## src/rtl/arith_pkg.sv

```systemverilog
// Shared arithmetic-utility package.
// Holds the divider FSM state type and a helper that sizes iteration counters.
package arith_pkg;

  // Sequential divider control states.
  typedef enum logic [1:0] {
    IDLE,
    CALC,
    DONE
  } div_state_t;

  // Counter width for a loop that runs `w` iterations (counts w-1 down to 0).
  // Clamped to 1 so a degenerate width still yields a legal vector.
  function automatic int unsigned cnt_width(input int unsigned w);
    return (w > 1) ? $clog2(w) : 1;
  endfunction

endpackage

```

## src/rtl/div_int_step.sv

```systemverilog
// One restoring-division step (combinational).
// Ports:
//   prem_i     partial remainder before this step (unsigned, < dvs_i when dvs_i != 0)
//   dvd_bit_i  next dividend bit, shifted into the partial remainder LSB
//   dvs_i      divisor magnitude (unsigned)
//   prem_o     partial remainder after this step
//   quo_bit_o  quotient bit produced by this step
module div_int_step #(
  parameter int unsigned bit_width = 8
) (
  input  logic [bit_width-1:0] prem_i,
  input  logic                 dvd_bit_i,
  input  logic [bit_width-1:0] dvs_i,
  output logic [bit_width-1:0] prem_o,
  output logic                 quo_bit_o
);

  // One extra bit so the compare is exact even if the shift carries out.
  logic [bit_width:0] trial;

  always_comb begin
    trial     = {prem_i, dvd_bit_i};
    quo_bit_o = (trial >= {1'b0, dvs_i});
    // When the subtraction is taken the true result is below dvs_i, so the
    // low bits alone carry the exact difference.
    prem_o    = quo_bit_o ? (trial[bit_width-1:0] - dvs_i) : trial[bit_width-1:0];
  end

endmodule

```

## src/rtl/div_int_seq.sv

```systemverilog
// Iterative signed integer divider (sign-magnitude, one restoring step per cycle).
// Quotient truncates toward zero; remainder takes the dividend's sign.
// Fixed latency: accept on edge E -> o_valid after edge E+bit_width.
// Ports:
//   i_clk, i_rst_n        clock (rising edge), async active-low reset
//   i_valid / o_ready     operand handshake; o_ready is high only in IDLE
//   i_dvd, i_dvs          signed dividend / divisor
//   o_valid / i_ready     result handshake; outputs hold while i_ready is low
//   o_quo, o_rem          signed quotient / remainder
//   o_div_zero            divisor was zero (o_quo=0, o_rem=dividend)
//   o_ovf                 -2^(n-1) / -1 saturated (o_quo=2^(n-1)-1, o_rem=0)
module div_int_seq
  import arith_pkg::*;
#(
  parameter int unsigned bit_width = 8
) (
  input  logic                 i_clk,
  input  logic                 i_rst_n,
  input  logic                 i_valid,
  output logic                 o_ready,
  input  logic [bit_width-1:0] i_dvd,
  input  logic [bit_width-1:0] i_dvs,
  output logic                 o_valid,
  input  logic                 i_ready,
  output logic [bit_width-1:0] o_quo,
  output logic [bit_width-1:0] o_rem,
  output logic                 o_div_zero,
  output logic                 o_ovf
);

  localparam int unsigned CntW = cnt_width(bit_width);
  localparam logic [bit_width-1:0] MinVal = {1'b1, {(bit_width-1){1'b0}}};
  localparam logic [bit_width-1:0] MaxVal = {1'b0, {(bit_width-1){1'b1}}};

  div_state_t           state_q;
  logic [CntW-1:0]      cnt_q;
  logic [bit_width-1:0] qd_q;     // dividend bits shift out of the MSB, quotient bits in at LSB
  logic [bit_width-1:0] dvs_q;    // divisor magnitude
  logic [bit_width-1:0] prem_q;   // partial remainder
  logic [bit_width-1:0] dvd_q;    // raw dividend, returned as remainder on divide-by-zero
  logic                 neg_quo_q;
  logic                 neg_rem_q;
  logic                 zero_q;
  logic                 ovf_flag_q;

  logic                 valid_q;
  logic [bit_width-1:0] quo_q;
  logic [bit_width-1:0] rem_q;
  logic                 div_zero_q;
  logic                 ovf_q;

  // Operand magnitudes; |-2^(n-1)| wraps to 2^(n-1), which is correct as unsigned.
  logic [bit_width-1:0] dvd_abs;
  logic [bit_width-1:0] dvs_abs;

  logic [bit_width-1:0] step_prem;
  logic                 step_qbit;
  logic [bit_width-1:0] quo_mag;
  logic [bit_width-1:0] res_quo;
  logic [bit_width-1:0] res_rem;

  div_int_step #(
    .bit_width(bit_width)
  ) u_step (
    .prem_i   (prem_q),
    .dvd_bit_i(qd_q[bit_width-1]),
    .dvs_i    (dvs_q),
    .prem_o   (step_prem),
    .quo_bit_o(step_qbit)
  );

  always_comb begin
    dvd_abs = i_dvd[bit_width-1] ? -i_dvd : i_dvd;
    dvs_abs = i_dvs[bit_width-1] ? -i_dvs : i_dvs;
  end

  // Final result, formed from the last step's outputs so it can be loaded on
  // the same edge that completes the last iteration.
  always_comb begin
    quo_mag = {qd_q[bit_width-2:0], step_qbit};
    if (zero_q) begin
      res_quo = '0;
      res_rem = dvd_q;
    end else if (ovf_flag_q) begin
      res_quo = MaxVal;
      res_rem = '0;
    end else begin
      res_quo = neg_quo_q ? -quo_mag : quo_mag;
      res_rem = neg_rem_q ? -step_prem : step_prem;
    end
  end

  always_ff @(posedge i_clk or negedge i_rst_n) begin
    if (!i_rst_n) begin
      state_q    <= IDLE;
      cnt_q      <= '0;
      qd_q       <= '0;
      dvs_q      <= '0;
      prem_q     <= '0;
      dvd_q      <= '0;
      neg_quo_q  <= 1'b0;
      neg_rem_q  <= 1'b0;
      zero_q     <= 1'b0;
      ovf_flag_q <= 1'b0;
      valid_q    <= 1'b0;
      quo_q      <= '0;
      rem_q      <= '0;
      div_zero_q <= 1'b0;
      ovf_q      <= 1'b0;
    end else begin
      unique case (state_q)
        IDLE: begin
          if (i_valid) begin
            qd_q       <= dvd_abs;
            dvs_q      <= dvs_abs;
            prem_q     <= '0;
            dvd_q      <= i_dvd;
            neg_quo_q  <= i_dvd[bit_width-1] ^ i_dvs[bit_width-1];
            neg_rem_q  <= i_dvd[bit_width-1];
            zero_q     <= (i_dvs == '0);
            ovf_flag_q <= (i_dvd == MinVal) && (i_dvs == '1);
            cnt_q      <= CntW'(bit_width - 1);
            state_q    <= CALC;
          end
        end
        CALC: begin
          prem_q <= step_prem;
          qd_q   <= {qd_q[bit_width-2:0], step_qbit};
          cnt_q  <= cnt_q - CntW'(1);
          if (cnt_q == '0) begin
            quo_q      <= res_quo;
            rem_q      <= res_rem;
            div_zero_q <= zero_q;
            ovf_q      <= ovf_flag_q;
            valid_q    <= 1'b1;
            state_q    <= DONE;
          end
        end
        DONE: begin
          if (i_ready) begin
            valid_q <= 1'b0;
            state_q <= IDLE;
          end
        end
        default: state_q <= IDLE;
      endcase
    end
  end

  assign o_ready    = (state_q == IDLE);
  assign o_valid    = valid_q;
  assign o_quo      = quo_q;
  assign o_rem      = rem_q;
  assign o_div_zero = div_zero_q;
  assign o_ovf      = ovf_q;

endmodule
```

## config.mk

```make
export PLATFORM = sky130hd
export DESIGN_NAME = div_int_seq
export DESIGN_NICKNAME = d
export VERILOG_FILES = /design/src/rtl/arith_pkg.sv /design/src/rtl/div_int_step.sv /design/src/rtl/div_int_seq.sv
export SDC_FILE = /design/constraint.sdc
export NUM_CORES = 1
export LEC_CHECK = 0
export ABC_AREA = 1
export BUFFER_PORTS_ARGS = -buffer_cell sky130_fd_sc_hd__buf_2
export CORE_MARGIN = 4
export CORE_UTILIZATION = 35
export DETAILED_ROUTE_END_ITERATION = 6
export PLACE_DENSITY = 0.62
export SYNTH_ARGS = -nofsm -noshare
export SYNTH_HDL_FRONTEND = slang
export SYNTH_HIERARCHICAL = 1
export SYNTH_SLANG_ARGS = --single-unit
```

## constraint.sdc

```tcl
create_clock -name i_clk -period 6.6 [get_ports i_clk]
set_clock_uncertainty 0.2 [all_clocks]
set_input_delay 0.66 -clock i_clk [delete_from_list [all_inputs] [get_ports i_clk]]
set_output_delay 0.66 -clock i_clk [all_outputs]
set_load 0.02 [all_outputs]
```

# After elaboration in Yosys (flattened, before gate mapping)
# Index checks and enable logic that the tools add are counted.
[classes]
reduce_logical = 11
n_mux = 22
eq_ne = 7
shifts = 0
magnitude_cmp = 1
mul = 0
n_bitwise = 1
n_div = 0
addsub = 6
[op_table]
columns = ["op", "n"]
rows = [
  ["8-bit 2-to-1 mux", 11],
  ["8-bit negator", 4],
  ["8-bit one-hot mux with 2 select lines", 2],
  ["8-bit == test (second input constant)", 2],
  ["9-bit by 8-bit >= comparator with 1-bit output", 1],
  ["8-bit logical NOT", 1],
  ["8-bit subtractor", 1],
  ["2-bit 2-to-1 mux", 3],
  ["2-bit != test (second input constant)", 3],
  ["2-bit one-hot mux with 3 select lines", 1],
  ["3-bit one-hot mux with 2 select lines", 1],
  ["2-bit AND reduction", 3],
  ["3-bit AND reduction", 2],
  ["2-bit nonzero test", 2],
  ["3-bit logical NOT", 1],
  ["3-bit 2-to-1 mux", 1],
  ["3-bit by 1-bit subtractor with 3-bit output (second input constant)", 1],
  ["2-bit by 1-bit == test with 1-bit output (second input constant)", 1],
  ["2-bit == test (second input constant)", 1],
  ["2-bit logical NOT", 1],
  ["1-bit 2-to-1 mux", 2],
  ["1-bit one-hot mux with 2 select lines", 1],
  ["1-bit logical AND", 1],
  ["1-bit bitwise XOR", 1],
]
[totals]
wordCells = 63
inputBits = 20
ram_bits = 0
latch_bits = 0
romBits = 0
reg_bits = 60
memories = 0

# Longest topological paths before layout
# Gate-level depths: netlist of the first run.
[depth]
depth_word = 6
ltp_mapped = 18
mapped_depth_nobuf = 18

# Cells and area by module
# The synthesis of the first run kept the hierarchy.
[modules_own_cells]
columns = ["module", "seq_area_each_um2", "instances", "area_per_inst_um2", "cells_per_inst"]
rows = [
  ["div_int_seq", 1476.4, 1, 3050.4, 386],
  ["div_int_step", 0.0, 1, 578.1, 107],
]

# Worst setup path after synthesis of the first run
# No wires, ideal clock.
[synth_path]
kind = "register -> register"
start = "register prem_q[1]"
end = "register rem_q[4] (netlist: o_rem[4])"
required_time_ps = 6276
slack_ps = 4279
arrival_time_ps = 1997
path_buffers = 0
setup_ps = 124
stages_incl_launch_ff = 15
path_cell_list = "dfrtp_1 ha_1 or2_4 nand3_2 nand2_2 nand2_4 nand2_4 nand2_1 nand2_1 inv_1 ha_1 nand3_1 nand2_1 xor2_1 o21ai_1"
[synth_via]
elab_chain_len = 6
[synth_rtl]
columns = ["item", "line", "text"]
rows = [
  ["from (decl)", "div_int_seq.sv:39", "logic [bit_width-1:0] prem_q;"],
  ["from (signal assigned)", "div_int_seq.sv:127", "prem_q <= step_prem;"],
  ["9-bit by 8-bit >= comparator with 1-bit output", "div_int_step.sv:23", "quo_bit_o = (trial >= {1'b0, dvs_i});"],
  ["named net step_qbit", "div_int_seq.sv:57", "logic step_qbit;"],
  ["8-bit 2-to-1 mux", "div_int_step.sv:26", "prem_o = quo_bit_o ? (trial[bit_width-1:0] - dvs_i) : trial[bit_width-1:0];"],
  ["named net step_prem[0]", "div_int_seq.sv:56", "logic [bit_width-1:0] step_prem;"],
  ["8-bit negator", "div_int_seq.sv:89", "res_rem = neg_rem_q ? -step_prem : step_prem;"],
  ["8-bit 2-to-1 mux", "div_int_seq.sv:89", ""],
  ["8-bit 2-to-1 mux", "div_int_seq.sv:84", "end else if (ovf_flag_q) begin"],
  ["8-bit 2-to-1 mux", "div_int_seq.sv:81", "if (zero_q) begin"],
  ["to (signal assigned)", "div_int_seq.sv:132", "rem_q <= res_rem;"],
  ["to (decl)", "div_int_seq.sv:48", "logic [bit_width-1:0] rem_q;"],
]
# The timed path passes the listed nets, and every way through them passes these cells.
# A chain may end at the register's enable or synchronous reset.

# Worst setup path after layout of the first run
[layout_path]
start = "register prem_q[5]"
end = "register rem_q[4] (netlist: o_rem[4])"
# Same word-level chain as after synthesis.

==> tab_implementation.tex, run 1 <==
\begin{tabular}{lr}
\hline
Metric & Value \\
\hline
\multicolumn{2}{l}{\textbf{Floorplanning}} \\
I/O pins & 40 \\
Die span in x & 110 µm \\
Die Footprint & 12,100 µm² \\
Height of the die & 110 µm \\
Row cnt & 36 \\
Effective utilization at floorplan & between 30\% and 40\% \\
Core area & 9950 µm² \\
\multicolumn{2}{l}{\textbf{Drt}} \\
Post-detailed-route count of antenna-violating nets & 0 \\
Detailed-route via count & 3,228 \\
Average detailed-routed wire length per instance & between 10 and 15 µm \\
Detailed Route Iter0 Violations & 209 \\
DR pass1 iterations & 4 \\
Number of design rule violations left after detail routing & 0 \\
Detail-routed via count per cell & approximately 4.8 \\
Final routed wirelength across all metal layers & between 8000 and 9000 µm \\
\multicolumn{2}{l}{\textbf{Critical path}} \\
Reg2reg path depth & 15 \\
Worst Path Arrival & 2680 ps \\
Reg-to-Reg End & o\_rem[4] \\
Critical path startpoint category & register \\
Critical path peak fanout & 10 \\
Critical path required time & approximately 6600 ps \\
Crit Path Class & register to register \\
Capturing element type of the critical path & register \\
Setup slack of the most critical reg-to-reg path & a little under 4000 ps \\
Setup crit start & prem\_q[5] \\
Worst R2R Start & prem\_q[5] \\
\multicolumn{2}{l}{\textbf{Placement}} \\
Final HPWL DP & around 6700 µm \\
Instance count after placement with tap cells included & between 600 and 700 \\
Number of port buffers & 39 \\
Last weighted congestion value of the routability-driven placer & 0.806 \\
Worst-case setup slack after placement & approximately 4000 ps \\
\multicolumn{2}{l}{\textbf{Power and ir drop}} \\
Power Total & 0.00240 W \\
Max IR drop VDD & around 0.0002 V \\
Internal & 0.00124 W \\
Power Density & $\sim$580 nW/µm² \\
Lkg Pwr & between 2 and 2.5 nW \\
Relative contribution of combinational cells to total power & 56.8\% \\
Fraction of power consumed by the clock network & 15.9\% \\
Switching power summed over all nets & about 0.0012 W \\
Proportion of power drawn by flip-flops and latches & 27.3\% \\
Switching share of total power & 48.3\% \\
\multicolumn{2}{l}{\textbf{CTS}} \\
Clock Sinks & 59 \\
Insertion delay to the later sink of the worst-skew pair & 340 ps \\
Total of cells resized after clock tree synthesis & 0 \\
CTS root buffer & clkbuf\_8 \\
\# Post-CTS Setup Buffers & 0 \\
Clock transition at the registers of the reported paths & 70 ps \\
Number of buffers created by CTS & 9 \\
Clock tree from TritonCTS & done \\
Max Buffers Root-to-Sink & 2 \\
Hold Buf Count CTS & 0 \\
H-tree depth reported by CTS & 3 \\
\multicolumn{2}{l}{\textbf{GRT}} \\
Largest net degree at the start of global routing & 60 \\
Aggregate global-route resource usage & 16.0\% \\
Remaining global-route overflow & 0 \\
Global-route wire length before repair & 15,000 µm \\
Vias in the first global route & 3,028 \\
Antenna violations before repair & 0 \\
\multicolumn{2}{l}{\textbf{Finish}} \\
Commonest cells after routing, fill and taps aside & nand2\_1 (157), inv\_1 (60), dfrtp\_1 (59) \\
Most common cell after layout, fill and taps aside & nand2\_1 \\
Net count of the finished layout & 567 \\
Ant diodes & 0 \\
Non-filler instance count after layout & 668 \\
Share of final-layout standard cells stronger than drive strength 1 & between 10\% and 20\% \\
Growth of design area from synthesis to finish & 14.4\% \\
Layout Utilization & a little over two fifths \\
Layout filler cell count & 1,019 \\
\multicolumn{2}{l}{\textbf{Timing}} \\
Transition time at the pin with the least slew margin & 789 ps \\
Ratio of final minimum period to clock period & 40.3\% \\
Final setup slack of the worst path & 3940 ps \\
Period minus WS final & roughly 2700 ps \\
Timing-limited maximum frequency & 0.376 GHz \\
Relative slew margins & 47.3\% \\
Final-report setup violation count & 0 \\
Number of pins exceeding their max-slew limit in the final report & 0 \\
RSZ-0062 raised after global routing & no \\
Final-layout setup total negative slack & 0 ps \\
Final-report hold violation count & 0 \\
\multicolumn{2}{l}{\textbf{Worst hold path}} \\
Type of the tightest min-delay check & primary input to async pin \\
\multicolumn{2}{l}{\textbf{Logic synthesis}} \\
Post-Syn Area per Cell & $\sim$7.4 µm² \\
Flip-flop and latch count after synthesis & 59 \\
Gate count after technology mapping & 493 \\
Sequential share of the synthesized area & 40.7\% \\
Synthesized Nets & roughly 530 \\
Library cells used by synthesis & 34 \\
Warning count from the yosys run & 6 \\
Post-Synthesis Cell Area & 3630 µm² \\
\multicolumn{2}{l}{\textbf{Run status}} \\
Outcome & complete, no violations \\
\multicolumn{2}{l}{\textbf{Flow run}} \\
Max Cap Viol & 0 \\
\hline
\end{tabular}
## cells by family after synthesis
kind of cell,count (synthesis),share of synthesized area (%)
buffers and inverters,81,9.03
adders and majority gates,16,5.72
DFF,59,40.7
AOI/OAI and AO/OA,64,10.5
xor gates and xnor gates,12,2.90
and+or+nand+nor,261,31.2
## cell usage after synthesis
library cell | number | area (µm²)
nand2_1 | 157 | 589
inv_1 | 60 | 225
dfrtp_1 | 59 | 1480
nand3_1 | 51 | 255
nor2_1 | 30 | 113
o21ai_0 | 18 | 90.1
o21ai_1 | 18 | 90.1
ha_1 | 15 | 188
a22oi_1 | 10 | 75.1
xor2_1 | 9 | 78.8
a21oi_1 | 8 | 40.0
buf_2 | 7 | 35.0
inv_2 | 7 | 26.3
nand2_2 | 7 | 43.8
nand4_1 | 5 | 31.3
clkbuf_1 | 4 | 15.0
nand2_4 | 3 | 33.8
nor2_2 | 3 | 18.8
xnor2_1 | 3 | 26.3
buf_6 | 2 | 22.5
nor2_4 | 2 | 22.5
o211ai_1 | 2 | 15.0
o221ai_1 | 2 | 17.5
a211oi_1 | 1 | 7.51
a21oi_4 | 1 | 16.3
a22o_1 | 1 | 8.76
a31oi_1 | 1 | 6.26
clkinv_1 | 1 | 3.75
fa_1 | 1 | 20.0
nand3_2 | 1 | 10.0
nor3_1 | 1 | 5.00
o22ai_1 | 1 | 6.26
o31ai_1 | 1 | 7.51
or2_4 | 1 | 8.76
## layout make-up
cell class | count | area [µm²] | share of cell area [%]
Timing Repair Buffer | 40 | 203 | 4.88
Sequential cell | 59 | 1480 | 35.6
Clock buffer | 11 | 151 | 3.65
Tap cell | 133 | 166 | 4.01
Inverter | 68 | 255 | 6.15
Multi-Input combinational cell | 353 | 1820 | 44.0
Clock inverter | 4 | 73.8 | 1.78
## sequential cells by signal, indices dropped and copies added, names as in the netlist, 2 cells and up
signal   count
o_rem        8
o_quo        8
state_q      2
dvs_q        8
prem_q       8
qd_q         8
cnt_q        3
dvd_q        8
## worst max-delay path, cell delays in order (launching register included)
cell and delay [ps]:
dfrtp_1 400, ha_1 370, nand2_1 80, nand2_1 60
nand2_1 70, nand2_2 60, a21oi_4 270, nand2_4 140
nand2_1 80, nand2_1 50, inv_1 120, ha_1 210
nand3_1 80, nand2_1 70, xor2_1 190, o21ai_1 70
## power groups by stage
stage                     clock, W  sequential [W]  combinational [W]
after floorplan                  0        0.000672            0.00104
after global placement           0        0.000656            0.00134
after detailed placement         0        0.000660            0.00136
after CTS                 0.000391        0.000655            0.00137
after global routing      0.000410        0.000676            0.00157
final                     0.000381        0.000654            0.00136
## metrics by stage
| stage | hold slack [ps] | instance area (µm²) |
|---|---|---|
| global route | 280 | 4150 |
| finish | 256 | 4150 |
| global placement | 250 | 3930 |
| CTS | 272 | 4150 |
| detailed placement | 254 | 3930 |
| floorplan | 164 | 3630 |
## per-layer routing
metal	vias up	GRT usage (%)	share of wire (%)
li1	1658	-	-
met1	1484	22.3	49
met2	77	24.4	45
met3	9	3.88	5.5
met4	0	4.99	1.0
met5	-	0	0
## worst max path at each step
stage               endpoint  slack (ps)  cells after the start
finish              o_rem[4]        3940                     15
CTS                 o_rem[4]        3950                     15
global placement    o_rem[4]        4010                     13
floorplan           o_rem[4]        4280                     14
detailed placement  o_rem[4]        3970                     15
global route        o_rem[4]        3740                     15
Note: power is estimated with default switching activity, not from simulation.
==> run 2, diff against run 1 <==
--- a/config.mk
+++ b/config.mk
@@ -5,7 +5,7 @@
 export SDC_FILE = /design/constraint.sdc
 export NUM_CORES = 1
 export LEC_CHECK = 0
-export ABC_AREA = 1
+export ABC_AREA = 0
 export BUFFER_PORTS_ARGS = -buffer_cell sky130_fd_sc_hd__buf_2
 export CORE_MARGIN = 4
 export CORE_UTILIZATION = 35
==> constraint.sdc (replaced) <==
create_clock -name i_clk -period 2.6 [get_ports i_clk]
set_clock_uncertainty 0.2 [all_clocks]
set_input_delay 0.26 -clock i_clk [delete_from_list [all_inputs] [get_ports i_clk]]
set_output_delay 0.26 -clock i_clk [all_outputs]
set_load 0.02 [all_outputs]
==> run 2 against run 1 <==
  * Die area grew 0.77%
  * First-iteration DRC count shrank 41%
  * The flow now finishes with violations (negative setup slack)
  * Highest routed layer unchanged
  * Worst setup slack lost 4600 ps
  * Critical path depth shrank 3
  * Flip-flop and latch count is the same
  * Final area grew 20%
  * Non-clock buffer count grew 67
  * Largest cell class unchanged
  * Utilization grew 7.0 points
  * Fmax shrank 17%
  * Wire length grew 12%
  * Hold slack lost 220 ps
==> tab_implementation.tex, run 2 <==
\begin{tabular}{lr}
\hline
Metric & Value \\
\hline
\multicolumn{2}{l}{\textbf{Run status}} \\
Outcome & complete, but fails checks \\
Violations in the final reports & negative setup slack \\
\multicolumn{2}{l}{\textbf{Drt}} \\
Detailed Route Iter0 Violations & 123 (-41\%) \\
Number of design rule violations left after detail routing & 0 (unchanged) \\
Detailed-route via count & 3,270 (+1.3\%) \\
DR pass1 iterations & 4 (unchanged) \\
Average detailed-routed wire length per instance & 15.4 µm (+17\%) \\
Final routed wirelength across all metal layers & 9820 µm (+12\%) \\
Detail-routed via count per cell & 5.11 (+5.7\%) \\
Post-detailed-route count of antenna-violating nets & 0 (unchanged) \\
\multicolumn{2}{l}{\textbf{Finish}} \\
Net count of the finished layout & 535 (-5.6\%) \\
Commonest cells after routing, fill and taps aside & nand2\_1 (69), dfrtp\_1 (59), buf\_4 (51) \\
Share of final-layout standard cells stronger than drive strength 1 & 35.5\% (+21 points) \\
Growth of design area from synthesis to finish & 36.3\% \\
Layout Utilization & 48.7\% (+7.0 points) \\
Most common cell after layout, fill and taps aside & nand2\_1 \\
Final design instance area without fill & 4990 µm² (+20\%) \\
Ant diodes & 0 (unchanged) \\
Layout filler cell count & 920 (-9.7\%) \\
\multicolumn{2}{l}{\textbf{Logic synthesis}} \\
Post-Syn Area per Cell & 9.06 µm² (+23\%) \\
Fraction of synthesized cell area taken by the top area cell type & 40.4\% (-0.33 points) \\
Most area-consuming cells after synthesis & dfrtp\_1 (40\%), nand2\_1 (7.4\%), ha\_1 (5.1\%) \\
Library cells used by synthesis & 63 (+85\%) \\
Prevailing post-synth register cell & dfrtp\_1 \\
Number of flops mapped to enable cells by yosys & 0 (unchanged) \\
Flip-flop and latch count after synthesis & 59 (unchanged) \\
Post-Synthesis Cell Area & 3660 µm² (+0.83\%) \\
Sequential share of the synthesized area & 40.4\% (-0.33 points) \\
Post-synth ARST share & 100\% (unchanged) \\
Leading area contributor after synthesis & dfrtp\_1 \\
Gate count after technology mapping & 404 (-18\%) \\
Warning count from the yosys run & 6 (unchanged) \\
List of most frequent post-synthesis cells & nand2\_1 (72), dfrtp\_1 (59), o21ai\_0 (36) \\
Synthesized Nets & 440 (-17\%) \\
Most frequent cell after synthesis & nand2\_1 \\
\multicolumn{2}{l}{\textbf{Worst hold path}} \\
Hold-critical path endpoint & dvd\_q[3] \\
Type of the tightest min-delay check & primary input to register \\
Source of the worst hold timing path & i\_dvd[3] \\
Cells on Worst Hold Path & 3 \\
\multicolumn{2}{l}{\textbf{Timing}} \\
Number of pins exceeding their max-slew limit in the final report & 0 (unchanged) \\
RSZ-0062 raised after global routing & yes \\
Transition time at the pin with the least slew margin & 660 ps (-129 ps) \\
Period minus WS final & 3210 ps (+556 ps) \\
Final-report hold violation count & 0 (unchanged) \\
Timing-limited maximum frequency & 0.311 GHz (-17\%) \\
Post-Route Hold Slack & 34.0 ps (-222 ps) \\
Final setup slack of the worst path & -614 ps (-4560 ps) \\
Final-layout setup total negative slack & -5030 ps (-5030 ps) \\
Ratio of final minimum period to clock period & 124\% (+83 points) \\
Final-report setup violation count & 14 (+14) \\
Relative slew margins & 56.0\% (+8.7 points) \\
\multicolumn{2}{l}{\textbf{Floorplanning}} \\
Effective utilization at floorplan & 35.8\% (-0.69 points) \\
Core area & 10,200 µm² (+2.8\%) \\
Die span in x & 110 µm (+0.38\%) \\
Die Footprint & 12,200 µm² (+0.77\%) \\
Height of the die & 110 µm (+0.38\%) \\
Row cnt & 37 (+2.8\%) \\
I/O pins & 40 (unchanged) \\
\multicolumn{2}{l}{\textbf{CTS}} \\
Max Buffers Root-to-Sink & 2 (unchanged) \\
H-tree depth reported by CTS & 3 (unchanged) \\
Clock transition at the registers of the reported paths & 70 ps (about the same) \\
Insertion delay to the later sink of the worst-skew pair & 350 ps (about the same) \\
CTS root buffer & clkbuf\_8 \\
Number of buffers created by CTS & 9 (unchanged) \\
Clock tree from TritonCTS & done \\
Clock Sinks & 59 (unchanged) \\
\multicolumn{2}{l}{\textbf{GRT}} \\
Antenna violations before repair & 0 (unchanged) \\
Aggregate global-route resource usage & 17.3\% (+1.3 points) \\
Vias in the first global route & 3,270 (+8.0\%) \\
Global-route wire length before repair & 16,300 µm (+8.3\%) \\
Largest net degree at the start of global routing & 29 (-52\%) \\
Remaining global-route overflow & 0 (unchanged) \\
\multicolumn{2}{l}{\textbf{Critical path}} \\
Critical path peak fanout & 5 (-5) \\
Slowest-stage cell, CP & or4\_4 \\
Reg2reg path depth & 12 (-3) \\
Critical path startpoint category & register \\
CP Cell Sequence & inv\_2 -> ha\_4 -> or2b\_1 -> a21oi\_2 -> o21ai\_2 -> a41oi\_4 -> buf\_6 -> mux2\_4 -> or4\_4 -> o41ai\_4 -> xor2\_1 -> o22ai\_1 \\
Crit Path Class & register to register \\
Setup slack of the most critical reg-to-reg path & -610 ps (-4560 ps) \\
Critical path required time & 2630 ps (-4000 ps) \\
Critical Path Max Stage Delay & 550 ps (+150 ps) \\
Worst Path Arrival & 3250 ps (+570 ps) \\
Worst R2R Start & qd\_q[7] \\
Reg-to-Reg End & o\_rem[7] \\
Capturing element type of the critical path & register \\
\multicolumn{2}{l}{\textbf{Placement}} \\
Cell area reported after detailed placement & 4270 µm² (+8.7\%) \\
Number of port buffers & 39 (unchanged) \\
Last weighted congestion value of the routability-driven placer & 0.920 (+14\%) \\
Final HPWL DP & 6860 µm (+2.5\%) \\
\multicolumn{2}{l}{\textbf{Flow run}} \\
Max Cap Viol & 0 (unchanged) \\
\hline
\end{tabular}
==> run 2: cell count changes in the layout (fill, tap and decap cells not counted), moves of 9 or more <==
cell,change
buf_4,+50
o21ai_0,+10
nor2_1,-10
xnor2_1,+9
nand2_1,-88
inv_1,-40
nand3_1,-47
o21ai_1,-12
buf_6,+12
==> run 2: kinds of logic after synthesis <==
| logic type | Yosys count | share of synthesized area (%) |
|---|---|---|
| AOI/OAI and AO/OA | 101 | 19.1 |
| xor gates and xnor gates | 23 | 5.51 |
| adders and majority gates | 16 | 5.68 |
| buffers and inverters | 50 | 7.01 |
| DFF | 59 | 40.4 |
| muxes | 11 | 3.21 |
| and+or+nand+nor | 144 | 19.1 |
==> run 2: how the worst max path moves through the flow <==
| stage | startpoint | to | slack [ps] | depth (start not counted) |
|---|---|---|---|---|
| after floorplan | prem_q[5] | o_rem[7] | -510 | 11 |
| after global placement | qd_q[7] | o_rem[7] | -520 | 11 |
| after detailed placement | qd_q[7] | o_rem[7] | -630 | 11 |
| after CTS | qd_q[7] | o_rem[7] | -540 | 12 |
| after global routing | qd_q[7] | o_rem[7] | -730 | 12 |
| final | qd_q[7] | o_rem[7] | -610 | 12 |
==> run 2: metal layers <==
layer | global-route usage (%) | wire [µm] | vias to the layer above
met2 | 28.0 | 4830 | 82
met3 | 4.08 | 407 | 22
met4 | 6.42 | 215 | 0
met5 | 0 | 0 | -
met1 | 22.6 | 4370 | 1568
li1 | - | - | 1598
==> run 2: cell type report <==
class	count	area, µm²	share of cell area, %
multi-input combinational	295	2250	45.0
sequential	59	1480	29.6
timing repair buffer	107	763	15.3
tap	136	170	3.41
clock buffer	12	145	2.91
inverter	27	111	2.23
clock inverter	4	73.8	1.48
==> run 2: worst max-delay path: cells and delay by family (launching register included) <==
family | cells | cell delay [ps]
XOR/XNOR | 1 | 170
AND/OR/NAND/NOR | 2 | 810
buffers and inverters | 2 | 250
multiplexers | 1 | 310
AO/OA/AOI/OAI | 5 | 770
flip-flops | 1 | 390
adder cells (fa/ha/maj) | 1 | 200
==> run 2: per-stage QoR <==
step	std cells	setup WS, ps
finish	640	-614
global route	640	-733
CTS	639	-541
detailed placement	603	-635
global placement	603	-519
floorplan	404	-506
==> run 2: repair_timing <==
item / CTS / global route
endpoints found under the setup margin: 17 / 20
hold buffers: 5 / 0
gates cloned: 0 / 0
buffers inserted: 15 / 5
endpoints found under the hold margin: 24 / 0
resized for setup: 48 / 28
pin swaps: 25 / 19
Power of run 2 is left out: the tool's default activity adds up to more than one toggle a clock period on the data nets, which glitch-free logic cannot reach.
==> run 3, diff against run 2 <==
--- a/config.mk
+++ b/config.mk
@@ -11,6 +11,7 @@
 export CORE_UTILIZATION = 35
 export DETAILED_ROUTE_END_ITERATION = 6
 export PLACE_DENSITY = 0.62
+export REMOVE_ABC_BUFFERS = 1
 export SYNTH_ARGS = -nofsm -noshare
 export SYNTH_HDL_FRONTEND = slang
 export SYNTH_HIERARCHICAL = 1
==> constraint.sdc (replaced) <==
create_clock -name i_clk -period 3.5 [get_ports i_clk]
set_clock_uncertainty 0.2 [all_clocks]
set_input_delay 0.35 -clock i_clk [delete_from_list [all_inputs] [get_ports i_clk]]
set_output_delay 0.35 -clock i_clk [all_outputs]
set_load 0.02 [all_outputs]
==> run 3 against run 2 <==
  * The run now ends clean
  * Clock-buffer cell count unchanged
  * Final area decreased by 17%
  * Flip-flop and latch count unchanged
  * Critical endpoint unchanged
  * Largest cell class unchanged
  * Critical path type unchanged
  * Die area unchanged
  * Register-to-register slack improved by 770 ps
  * Critical path depth decreased by 1
  * Sequential share of layout area increased by 6.0 points
  * Non-clock buffer count decreased by 56
  * Final cell count decreased by 8.9%
  * Worst setup slack improved by 770 ps
==> tab_implementation.tex, run 3 (same netlist as run 2, synthesis figures left out) <==
\begin{tabular}{lr}
\hline
Metric & Value \\
\hline
\multicolumn{2}{l}{\textbf{Run status}} \\
Outcome & complete, no violations \\
\multicolumn{2}{l}{\textbf{Floorplanning}} \\
I/O pins & 40 (unchanged) \\
Die span in x & 110 µm (unchanged) \\
Core area & 10,200 µm² (unchanged) \\
Effective utilization at floorplan & 35.8\% (unchanged) \\
Die Footprint & 12,200 µm² (unchanged) \\
Row cnt & 37 (unchanged) \\
Height of the die & 110 µm (unchanged) \\
\multicolumn{2}{l}{\textbf{Power and ir drop}} \\
Power Total & 0.00452 W \\
Max IR drop VDD & 0.000384 V \\
Lkg Pwr & 1.92 nW \\
Power Density & around 1100 nW/µm² \\
\multicolumn{2}{l}{\textbf{Timing}} \\
Period minus WS final & 3340 ps (+131 ps) \\
Number of pins exceeding their max-slew limit in the final report & 0 (unchanged) \\
Final-report hold violation count & 0 (unchanged) \\
Transition time at the pin with the least slew margin & 1030 ps (+367 ps) \\
Ratio of final minimum period to clock period & 95.6\% (-28 points) \\
Final-report setup violation count & 0 (-14) \\
Timing-limited maximum frequency & 0.299 GHz (-3.9\%) \\
Relative slew margins & 31.5\% (-24 points) \\
Final setup slack of the worst path & 156 ps (+769 ps) \\
Final-layout setup total negative slack & 0 ps (+5030 ps) \\
\multicolumn{2}{l}{\textbf{Finish}} \\
Growth of design area from synthesis to finish & 13.4\% \\
Net count of the finished layout & 479 (-10\%) \\
Commonest cells after routing, fill and taps aside & nand2\_1 (72), dfrtp\_1 (59), buf\_2 (39) \\
Share of final-layout standard cells stronger than drive strength 1 & 19.2\% (-16 points) \\
Most common cell after layout, fill and taps aside & nand2\_1 \\
Ant diodes & 0 (unchanged) \\
\multicolumn{2}{l}{\textbf{Placement}} \\
Final HPWL DP & 6150 µm (-10\%) \\
Number of port buffers & 39 (unchanged) \\
Last weighted congestion value of the routability-driven placer & 0.853 (-7.3\%) \\
Worst-case setup slack after placement & 79.0 ps (+714 ps) \\
\multicolumn{2}{l}{\textbf{CTS}} \\
Clock Sinks & 59 (unchanged) \\
Clock tree from TritonCTS & done \\
Number of buffers created by CTS & 9 (unchanged) \\
CTS root buffer & clkbuf\_8 \\
Insertion delay to the later sink of the worst-skew pair & 340 ps (about the same) \\
H-tree depth reported by CTS & 3 (unchanged) \\
Max Buffers Root-to-Sink & 2 (unchanged) \\
Clock transition at the registers of the reported paths & 70 ps (about the same) \\
\multicolumn{2}{l}{\textbf{Critical path}} \\
Capturing element type of the critical path & register \\
Critical path required time & 3520 ps (+890 ps) \\
Critical path peak fanout & 8 (+3) \\
Reg2reg path depth & 11 (-1) \\
Crit Path Class & register to register \\
Worst Path Arrival & 3360 ps (+110 ps) \\
Critical path startpoint category & register \\
\multicolumn{2}{l}{\textbf{Drt}} \\
Post-detailed-route count of antenna-violating nets & 0 (unchanged) \\
Detailed Route Iter0 Violations & 137 (+11\%) \\
DR pass1 iterations & 4 (unchanged) \\
Average detailed-routed wire length per instance & 14.6 µm (-5.2\%) \\
Detailed-route via count & 3,020 (-7.6\%) \\
Final routed wirelength across all metal layers & 8490 µm (-14\%) \\
Number of design rule violations left after detail routing & 0 (unchanged) \\
Detail-routed via count per cell & 5.18 (+1.4\%) \\
\multicolumn{2}{l}{\textbf{GRT}} \\
Aggregate global-route resource usage & 15.0\% (-2.3 points) \\
Antenna violations before repair & 0 (unchanged) \\
Global-route wire length before repair & 14,300 µm (-12\%) \\
Remaining global-route overflow & 0 (unchanged) \\
Largest net degree at the start of global routing & 37 (+28\%) \\
Vias in the first global route & 2,913 (-11\%) \\
\multicolumn{2}{l}{\textbf{Worst hold path}} \\
Type of the tightest min-delay check & primary input to register \\
Cells on Worst Hold Path & 2 (-1) \\
\multicolumn{2}{l}{\textbf{Flow run}} \\
Max Cap Viol & 0 (unchanged) \\
\hline
\end{tabular}
## run 3: cell types whose count changed in the layout (fill, tap and decap cells not counted), moves of 4 or more
| cell | previous run | this run |
|---|---|---|
| ha_1 | 8 | 15 |
| dlygate4sd3_1 | 5 | 1 |
| buf_4 | 51 | 10 |
| o31ai_4 | 4 | 0 |
| ha_4 | 7 | 0 |
| o21ai_2 | 5 | 1 |
| o21ai_0 | 28 | 36 |
| buf_6 | 12 | 0 |
| o21ai_1 | 6 | 2 |
| inv_4 | 4 | 0 |
| inv_1 | 20 | 27 |
## run 3: cell type report
type	count	area, µm²
flip-flops and latches	59	1480
repair buffers	51	300
inverters	27	101
well taps	136	170
fillers	1046	6080
clock buffers	12	145
multi-input cells	295	1940
clock inverters	3	15.0
## run 3: repair_timing
item | CTS | global route
hold endpoints to repair | 23 | 0
gates resized for setup | 0 | 3
endpoints found under the setup margin | 0 | 2
setup buffers | 0 | 4
hold buffers | 1 | 0
## run 3: routing by layer
metal  vias up  track usage [%]  part of all wire [%]
li1       1489                -                     -
met1      1457             21.8                    50
met2        62             22.5                    44
met3        12             2.50                   4.1
met4         0             5.54                   1.8
met5         -                0                     0
## run 3: final timing paths
kind	from	to	slack, ps
worst max-delay path	prem_q[2]	o_rem[7]	160
worst min-delay path	i_ready	state_q[1]	20
worst max register to register	prem_q[2]	o_rem[7]	160
worst min register to register	o_quo[5]	o_quo[5]	270
max in group asynchronous	i_rst_n	o_rem[3]	1890
min in group asynchronous	i_rst_n	cnt_q[0]	330
## run 3: worst max-delay path, cell delays in order (launching register included)
cell and delay (ps):
dfrtp_1 400, ha_1 360, a21o_1 210, a21oi_2 160
o21ai_2 90, a41oi_4 170, buf_12 160, mux2_4 320
or4_1 560, o41ai_2 340, xor2_1 180, o22ai_1 90
## run 3: report_power, final
group	total, W	internal [W]	leakage (nW)	switching (W)
Sequential	0.00126	0.000992	0.724	0.000272
Combinational	0.00272	0.00120	1.11	0.00152
Clock	0.000536	0.000269	0.0860	0.000267
## run 3: through the flow
step,instances,hold WS (ps),cell area (µm²),utilization [%]
after floorplan,381,-146,3500,-
after global placement,563,167,3920,38.4
after detailed placement,563,168,3920,38.4
after CTS,579,18.4,4090,40.0
after global routing,583,39.9,4150,40.5
final,583,22.6,4150,40.5
